--- src/rtl/score_lives_keeper.sv ---
// score_lives_keeper: game-level controller keeping a BCD score, high score and lives,
// and holding the falling-letter column outside active play.
module score_lives_keeper #(
   parameter int LIVES          = 3,
   parameter int LIVES_W        = 2,
   parameter int RESPAWN_CYCLES = 25000000
) (
   input  logic               clock,
   input  logic               reset_signal,
   input  logic               start_button,
   input  logic               correct,
   input  logic               game_over,
   output logic               column_hold,
   output logic [15:0]        score,
   output logic [15:0]        high_score,
   output logic [LIVES_W-1:0] lives,
   output logic               playing,
   output logic               game_ended
);
   localparam int CW = $clog2(RESPAWN_CYCLES);
   typedef enum logic [1:0] {IDLE, PLAYING, RESPAWN, OVER} state_t;
   state_t             state_q, state_d;
   logic               sync1_q, sync2_q, sync3_q;
   logic               correct_q, miss_q;
   logic [CW-1:0]      cnt_q, cnt_d;
   logic [15:0]        score_q, score_d, high_q, high_d, scored, inc;
   logic [LIVES_W-1:0] lives_q, lives_d;
   logic               hold_q, playing_q, ended_q;
   logic               start_pulse, correct_rise, miss_rise, carry;
   assign start_pulse  = sync2_q & ~sync3_q;
   assign correct_rise = correct & ~correct_q;
   assign miss_rise    = game_over & ~miss_q;
   // Ripple carry through the four BCD digits; 9999 saturates rather than wrapping.
   always_comb begin
      inc   = score_q;
      carry = 1'b1;
      for (int k = 0; k < 4; k++) begin
         if (carry) begin
            carry          = inc[4*k +: 4] == 4'd9;
            inc[4*k +: 4]  = carry ? 4'd0 : inc[4*k +: 4] + 4'd1;
         end
      end
      scored = (correct_rise && score_q != 16'h9999) ? inc : score_q;
   end
   always_comb begin
      state_d = state_q;
      cnt_d   = cnt_q;
      score_d = score_q;
      high_d  = high_q;
      lives_d = lives_q;
      case (state_q)
         IDLE, OVER: begin
            if (start_pulse) begin
               state_d = PLAYING;
               score_d = '0;
               lives_d = LIVES_W'(LIVES);
            end
         end
         PLAYING: begin
            score_d = scored;
            if (miss_rise) begin
               if (lives_q > LIVES_W'(1)) begin
                  lives_d = lives_q - LIVES_W'(1);
                  state_d = RESPAWN;
                  cnt_d   = '0;
               end else begin
                  lives_d = '0;
                  state_d = OVER;
                  high_d  = scored > high_q ? scored : high_q;
               end
            end
         end
         RESPAWN: begin
            cnt_d   = cnt_q + CW'(1);
            state_d = cnt_q == CW'(RESPAWN_CYCLES - 1) ? PLAYING : RESPAWN;
         end
         default: state_d = IDLE;
      endcase
   end
   always_ff @(posedge clock or negedge reset_signal) begin
      if (!reset_signal) begin
         state_q   <= IDLE;
         sync1_q   <= 1'b0;
         sync2_q   <= 1'b0;
         sync3_q   <= 1'b0;
         correct_q <= 1'b0;
         miss_q    <= 1'b0;
         cnt_q     <= '0;
         score_q   <= '0;
         high_q    <= '0;
         lives_q   <= LIVES_W'(LIVES);
         hold_q    <= 1'b1;
         playing_q <= 1'b0;
         ended_q   <= 1'b0;
      end else begin
         state_q   <= state_d;
         sync1_q   <= start_button;
         sync2_q   <= sync1_q;
         sync3_q   <= sync2_q;
         correct_q <= correct;
         miss_q    <= game_over;
         cnt_q     <= cnt_d;
         score_q   <= score_d;
         high_q    <= high_d;
         lives_q   <= lives_d;
         hold_q    <= state_d != PLAYING;
         playing_q <= state_d == PLAYING || state_d == RESPAWN;
         ended_q   <= state_d == OVER;
      end
   end
   assign column_hold = hold_q;
   assign score       = score_q;
   assign high_score  = high_q;
   assign lives       = lives_q;
   assign playing     = playing_q;
   assign game_ended  = ended_q;
endmodule

--- config.mk ---
export PLATFORM = sky130hd
export DESIGN_NAME = score_lives_keeper
export DESIGN_NICKNAME = d
export VERILOG_FILES = /design/src/rtl/score_lives_keeper.sv
export SDC_FILE = /design/constraint.sdc
export NUM_CORES = 1
export LEC_CHECK = 0
export CAP_MARGIN = 20
export CORE_ASPECT_RATIO = 1.4
export CORE_MARGIN = 2
export CORE_UTILIZATION = 41
export CTS_CLUSTER_SIZE = 24
export DETAILED_ROUTE_END_ITERATION = 8
export HOLD_SLACK_MARGIN = 0.03
export MAX_ROUTING_LAYER = met4
export RECOVER_POWER = 100
export SYNTH_ARGS = -nofsm -noshare
export SYNTH_HDL_FRONTEND = slang
export SYNTH_SLANG_ARGS = --single-unit
export TNS_END_PERCENT = 10
--- constraint.sdc ---
create_clock -name clock -period 3.45 [get_ports clock]
set_clock_uncertainty 0.05 [all_clocks]
set_input_delay 0.69 -clock clock [delete_from_list [all_inputs] [get_ports clock]]
set_output_delay 0.69 -clock clock [all_outputs]
set_load 0.02 [all_outputs]
== Yosys cells after proc, flatten, opt, wreduce, memory -nomap -nowiden ==
Cells that the tools add are included.
Storage, ports and cells
  register bits after elaboration: 69
  bits of input ports: 5
  output and inout bits: 37
  logic and storage cells: 78
Cells by class
  add/sub/neg operators: 6
  $lt $le $gt $ge: 2
  equal/unequal tests: 16
  mux-type cells: 24
  bitwise operators: 7
  reductions and logical operators: 10
Operator list (number)
  $mux 25: 2
  $pmux 25 s2: 1
  $mux 16: 2
  $pmux 16 s2: 1
  $mux 4: 7
  $add 25x1->25 const B: 1
  $eq 25x25->1 const B: 1
  $add 4x1->4 const B: 4
  $eq 4x4->1 const B: 4
  $gt 16x16->1: 1
  $ne 16x16->1 const B: 1
  $mux 2: 6
  $eq 2x2->1 const B: 4
  $ne 2x2->1 const B: 3
  $pmux 2 s3: 1
  $reduce_and 3->1: 2
  $eq 2x1->1 const B: 2
  $not 1->1: 4
  $pmux 2 s2: 1
  $reduce_and 4->1: 1
  $reduce_bool 2->1: 2
  $and 1x1->1: 3
  $mux 1: 3
  $gt 2x1->1 const B: 1
  other kinds (7): 7

== Logic depth before layout (Yosys ltp) ==
Gate-level depths: netlist of the first run.
  depth in word-level cells: 7
  mapped depth: 15
  depth with buffers taken out: 13

== Worst setup path before layout of the first run ==
OpenSTA, ideal clock, no wires.
  path kind: input -> register
  from: input correct
  to: register high_q[10] (netlist: high_score[10])
  setup time: 0.125 ns
  arrival: 3.517 ns
  data required time: 3.275 ns
  setup slack: -0.242 ns
  stages on the path: 12
  path buffers: 3
  cell sequence: nor2b_1 -> clkbuf_1 -> and3_1 -> and3_1 -> clkbuf_1 -> mux2i_1 -> ha_1 -> nand4_2 -> a2111o_1 -> a311oi_4 -> buf_8 -> mux2_4
On the way
  word-level cells in the longest chain between the ends: 5
RTL lines
  start: declaration: line 11  | input logic correct,
  $and 1x1->1: line 31  | assign correct_rise = correct & ~correct_q;
  $logic_and 1x1->1: line 43  | scored = (correct_rise && score_q != 16'h9999) ? inc : score_q;
  $mux 16: line 43
  via scored[13]: line 26  | logic [15:0] score_q, score_d, high_q, high_d, scored, inc;
  $gt 16x16->1: line 69  | high_d = scored > high_q ? scored : high_q;
  $reduce_and 4->1 (no line)
  end signal: assignment: line 104  | high_q <= high_d;
  end: declaration: line 26
The timed path passes the listed nets, and every way through them passes these cells.
A chain may end at the register's enable or synchronous reset.

== Worst setup path after layout of the first run ==
  from: register score_q[5] (netlist: score[5])
  to: register high_q[2] (netlist: high_score[2])
On the way
  word-level cells in the longest chain between the ends: 7
  elaborated cells on any way between the ends: 13
  those cells by class: add/sub: 1; order compare: 1; eq/ne: 2; mux: 7; reduce/logical: 2
RTL lines
  start: declaration: line 26
  start signal: assignment: line 103  | score_q <= score_d;
  $eq 4x4->1: line 39  | carry = inc[4*k +: 4] == 4'd9;
  $mux 1 (2 in series): line 38  | if (carry) begin
  $mux 4: line 38
  $mux 16 *: line 43
  via scored[13]: line 26
  $gt 16x16->1 *: line 69
  $reduce_and 4->1 (no line) *
The timed path passes the listed nets; every way through them passes the cells marked *.

==> out/qor.yml, run 1 <==
dr.pass1.iters: 4
synth-simple-area-share_pct: 19.1
seqPwrFrac_pct: 33.8
synth-seq-area-share_pct: 43.4
cts_tree: "done"
synthAdderAreaFrac_pct: 9.11
gp_congestion: 0.873
p_int_mw: 1.86
cts.sinks: 69
clk_transition_reported_paths_ps: 50
grt-ovfl-total: 0
switching_power_uw: 882
die_h_um: 121
syn_area_um2: 3980
grt-busiest-layer: "met2"
die_w_um: 87.3
crit_fanout: 7
avgViaCountPerCell: 5.49
setup_viol: 12
path_class: "reg -> reg"
synth.avg_cell_area_um2: 9.96
portBuffers: 41
fmax_mhz: 285
violations: "setup timing"
nets: 538
layout_setup_ws_ps: -56.3
netlist_instances: 400
antenna_cells: 0
layout-area-overhead-vs-synth_pct: 37.9
synth_compound_area_share_pct: 13.1
yosysUniqueCellTypes: 54
core_area_um2: 9460
drt_first_iter_violations: 116
initial_utilization_pct: 42.1
maxCapViolCount: 0
cts_buffers: 9
vias: 3397
ys_async_sr_fraction_pct: 100
holdBufCountCts: 0
track_usage_pct: 21.3
final_layout_size_suffix_gt1_share_pct: 25.1
grtUsageMet3_pct: 4.23
wl_per_cell_um: 16.3
clkPwrFrac_pct: 37.0
synthXorXnorAreaFrac_pct: 3.74
worst_ep_required_time_ps: 3610
drc: 0
synth_top_family_by_area: "simple AND/OR/NAND/NOR gates"
synth_nets: 434
slew_headroom_pct: 12.4
worstPathArrival_ps: 3670
clk_latency_ps: 330
end_kind: "register"
dp_hpwl_mm: 7.33
grt_setup_unrepaired: "yes"
p_leak_nw: 2.52
status: "finished with violations"
ir_worst_vdd_v: 0.000281
io_pins: 42
worst_pin_slew_ps: 1310
postRouteAntennaNets: 0
hold_ws_ps: 309
drv_slew: 0
cts.htree.levels: 3
synth_ff_type: "dfrtp_1"
rows: 42
hp-class: "reg -> reg"
power.share.combinational_pct: 29.2
grt_util_met1_pct: 23.4
wirelength_mm: 10.1
rrSetupSlack_ps: -60
ys.warnings.count: 0
grtUsageMet2_pct: 36.0
grt_pass1_vias: 3642
synth_mux_area_share_pct: 6.16
ys_seq_elements: 69
grt_max_degree: 25
sw_frac_of_total_pct: 32.1
fin_crit_sh_pct: 102
hold_violations: 0
fin_crit_ps: 3510
antenna_found_initial: 0
cts_max_path_buffers: 2
grt_pass1_wl_mm: 16.9
synth_edf_count: 0
fin_setup_tns_ps: -463
die_area_um2: 10500
cts-root-buf: "clkbuf_16"
critPathLaunchType: "register"
p_per_area_nw_per_um2: 499
[worst max-delay path, cell delays in order, from the launching register on]
cell	delay [ps]
dfrtp_2	400
inv_2	70
ha_4	120
and3b_1	190
buf_6	120
and3_4	190
and3_4	220
mux2i_2	240
ha_1	230
nand4_4	130
a2111o_1	400
a311oi_4	380
buf_4	180
buf_12	120
mux2_2	330
[state kept, by name, indices dropped and copies added (netlist names), 2 cells and up]
register,cells
high_score,16
lives,2
state_q,2
cnt_q,25
score,16
[power by group through the flow]
stage,Clock [mW],Sequential (mW),Combinational [mW]
finish,1.01,0.927,0.801
detailed placement,0,0.943,0.806
global route,1.07,0.935,0.894
CTS,1.03,0.929,0.839
global placement,0,0.938,0.801
floorplan,0,1.01,0.382
[cell usage after synthesis, types with 2 or more instances]
cell type  number  area, um^2
o21a_1          2        15.0
and3b_1         6        52.6
mux2_2          8        90.1
dfstp_2         3        78.8
ha_1           29         363
and4_1          2        17.5
inv_1          35         131
mux2i_1         8        80.1
nor4b_1         3        26.3
nand4_1        14        87.6
or4_1           2        15.0
and3_1          6        37.5
a22o_1         11        96.3
nor2b_1         2        12.5
buf_4           2        15.0
o21ai_0        23         115
nor3_1         11        55.1
or3_1           6        37.5
xor2_1          7        61.3
nor2_1         20        75.1
o22ai_1         2        12.5
mux2_4          5        75.1
o31ai_1         5        37.5
nand2_1        31         116
a21oi_1        24         120
xnor2_1        10        87.6
nand3_1        13        65.1
dfrtp_1        66        1650
clkbuf_1       10        37.5
nor4_1          3        18.8
nand3b_1        5        37.5
a21o_1          4        30.0
[final timing paths]
check	depth (start not counted)	to	startpoint
worst max register to register	14	high_score[2]	score[5]
max in group asynchronous	2	score[1]	reset_signal
min in group asynchronous	1	cnt_q[19]	reset_signal
worst max-delay path	14	high_score[2]	score[5]
worst min register to register	0	sync2_q	sync1_q
worst min-delay path	0	sync2_q	sync1_q
[kinds of logic (layout without fill, tap and decap cells)]
logic type      count (synthesis)  after routing
buf+inv                        50            159
mux                            21             21
fa+ha+maj                      29             29
xor+xnor                       17             17
simple gates                  134            134
compound gates                 80             80
flops                          69             69
[per-layer routing]
| metal | vias up | routed length (um) |
|---|---|---|
| met5 | - | 0 |
| met4 | 0 | 402 |
| met3 | 29 | 325 |
| met2 | 73 | 5330 |
| met1 | 1650 | 4050 |
| li1 | 1645 | - |
[layout make-up]
cell class,instances,area (um^2)
Sequential cell,69,1740
Inverter,35,131
Clock buffer,12,256
Multi-Input combinational cell,281,2230
Clock inverter,4,70.1
Timing Repair Buffer,108,928
Fill cell,837,3970
Tap cell,110,138
[timing repair]
item	CTS	global route
setup endpoints to repair	16	16
setup buffers	8	1
gates cloned	1	0
pin swaps	17	2
gates resized for setup	34	1
[cell usage in the layout (no fill, tap or decap), types with 3 or more instances in the layout]
cell type      count
mux2i_1            6
nand2_1           31
clkbuf_16          9
a21o_1             4
and3_4             3
xnor2_1           10
mux2_4             6
dfrtp_2            7
nand4_1           14
dfstp_2            3
nor2_1            20
ha_1              23
inv_2              4
and3b_1            5
dfrtp_1           59
and3_1             3
nand3_1           13
a22o_1            11
nand3b_1           5
dlygate4sd3_1     39
buf_4             57
or3_1              5
clkbuf_1           8
or4_1              3
xor2_1             7
nor3_1            10
nor4b_1            3
ha_4               6
mux2_2             6
inv_1             31
o21ai_0           22
a21oi_1           22
o31ai_1            5
[through the flow]
stage | std cells | worst slack [ps] | utilization, % | power, mW | area (um^2)
6_report | 619 | -56.3 | 58.0 | 2.74 | 5490
5_1_grt | 619 | -197 | 58.0 | 2.90 | 5490
4_1_cts | 617 | 19.3 | 58.1 | 2.80 | 5500
3_5_place_dp | 592 | -581 | 51.9 | 1.75 | 4900
3_3_place_gp | 592 | -514 | 51.9 | 1.74 | 4900
2_1_floorplan | 400 | 0.512 | - | 1.40 | 4020
Note: power is estimated with default switching activity, not from simulation.
==> inputs of run 2 (changes only) <==
--- a/config.mk
+++ b/config.mk
@@ -17,4 +17,3 @@
 export SYNTH_ARGS = -nofsm -noshare
 export SYNTH_HDL_FRONTEND = slang
 export SYNTH_SLANG_ARGS = --single-unit
-export TNS_END_PERCENT = 10
==> out/qor.yml, run 2 (synthesized netlist as in run 1, its figures left out) <==
status: "finished clean"
grt_max_degree: 25
vias: 3424
wl_per_cell_um: 16.6
end_kind: "register"
gp_congestion: 0.873
io_pins: 42
cp-startpoint: "score[13]"
rows: 42
worst_ep_required_time_ps: 3610
setup.worst_path.end: "high_score[12]"
hp-class: "reg -> reg"
drv_slew: 0
setup_viol: 0
final_util_pct: 58.5
avgViaCountPerCell: 5.50
die_w_um: 87.3
multi_input_area_um2: 2250
cts.htree.levels: 3
fin_area_um2: 5540
critPathLaunchType: "register"
hold_ws_ps: 317
largest_reg_flops: 25
r2r_start: "score[13]"
final_layout_size_suffix_gt1_share_pct: 26.1
grt_pass1_vias: 3658
initial_utilization_pct: 42.1
fillerInstances: 834
rrSetupSlack_ps: 30
worstPathArrival_ps: 3580
grt_pass1_wl_mm: 16.9
crit_fanout: 7
ir_worst_vdd_v: 0.000285
layout-area-overhead-vs-synth_pct: 39.1
cts.sinks: 69
worst_pin_slew_ps: 1350
r2r_cells: 12
detailed_place.area_um2: 4900
die_h_um: 121
p_per_area_nw_per_um2: 498
slew_headroom_pct: 10.3
cts_max_path_buffers: 2
p_leak_nw: 2.54
clk_latency_ps: 330
holdBufCountCts: 0
cts_tree: "done"
fin_crit_sh_pct: 99.1
cts_buffers: 9
wirelength_mm: 10.3
rr_endpoint: "high_score[12]"
drt_first_iter_violations: 131
grt_setup_unrepaired: "yes"
maxCapViolCount: 0
drc: 0
hold_violations: 0
layout_commonest_cell: "dfrtp_1"
path_class: "reg -> reg"
dr.pass1.iters: 4
seq_area_um2: 1740
fin_setup_tns_ps: 0
antenna_found_initial: 0
fmax_mhz: 292
die_area_um2: 10500
portBuffers: 41
dp_hpwl_mm: 7.33
track_usage_pct: 21.3
top_register: "cnt_q"
core_area_um2: 9460
antenna_cells: 0
final_cell_mix: "dfrtp_1, buf_4, dlygate4sd3_1"
nets: 542
clk_transition_reported_paths_ps: 60
grt-ovfl-total: 0
fin_crit_ps: 3420
postRouteAntennaNets: 0
cts-root-buf: "clkbuf_16"
## run 2: timing repair
item / in CTS / in global routing
cloned: 1 / 0
setup buffers: 11 / 3
gates resized for setup: 32 / 16
pin swaps: 17 / 1
setup endpoints to repair: 16 / 16
## run 2: per-stage QoR
stage / power, mW / cells / setup WS (ps)
global placement: 1.74 / 592 / -514
detailed placement: 1.75 / 592 / -581
floorplan: 1.40 / 400 / 0.512
global route: 2.92 / 623 / -143
CTS: 2.81 / 620 / 0.118
finish: 2.76 / 623 / 31.0
## run 2: worst min path at each step
stage / start / end / slack (ps) / cells after the start
floorplan: sync1_q / sync2_q / 280 / 0
global placement: sync1_q / sync2_q / 290 / 0
detailed placement: sync1_q / sync2_q / 300 / 0
CTS: reset_signal / cnt_q[21] / 300 / 1
global route: sync1_q / sync2_q / 330 / 0
finish: sync1_q / sync2_q / 320 / 0
## run 2: per-layer routing
layer | vias up | GRT usage, % | wire [um]
met5 | - | - | 0
met3 | 32 | 4.23 | 271
met2 | 66 | 36.2 | 5400
met1 | 1675 | 23.3 | 4160
li1 | 1651 | - | -
met4 | 0 | 10.9 | 475
## run 2: final cells by class
class                      count  share of cell area [%]
multi-input combinational    281                    40.6
clock inverter                 4                    1.27
inverter                      35                    2.37
timing repair buffer         112                    17.3
clock buffer                  12                    4.63
sequential                    69                    31.4
tap                          110                    2.49
## run 2: power by group
part           total, mW  leakage [nW]  internal (mW)  switching, mW
Combinational      0.822          1.48          0.321          0.500
Clock               1.01         0.163          0.670          0.342
Sequential         0.927         0.899          0.884         0.0424
## run 2: worst max-delay path, stage by stage (launching register included)
cell and delay (ps):
dfrtp_2 410, inv_2 80, ha_4 120, nand3b_1 110, or3_4 410, and3_4 180, o22ai_4 180, ha_1 180
nand4_1 170, a2111o_1 470, a311oi_4 400, buf_6 230, mux2_4 310
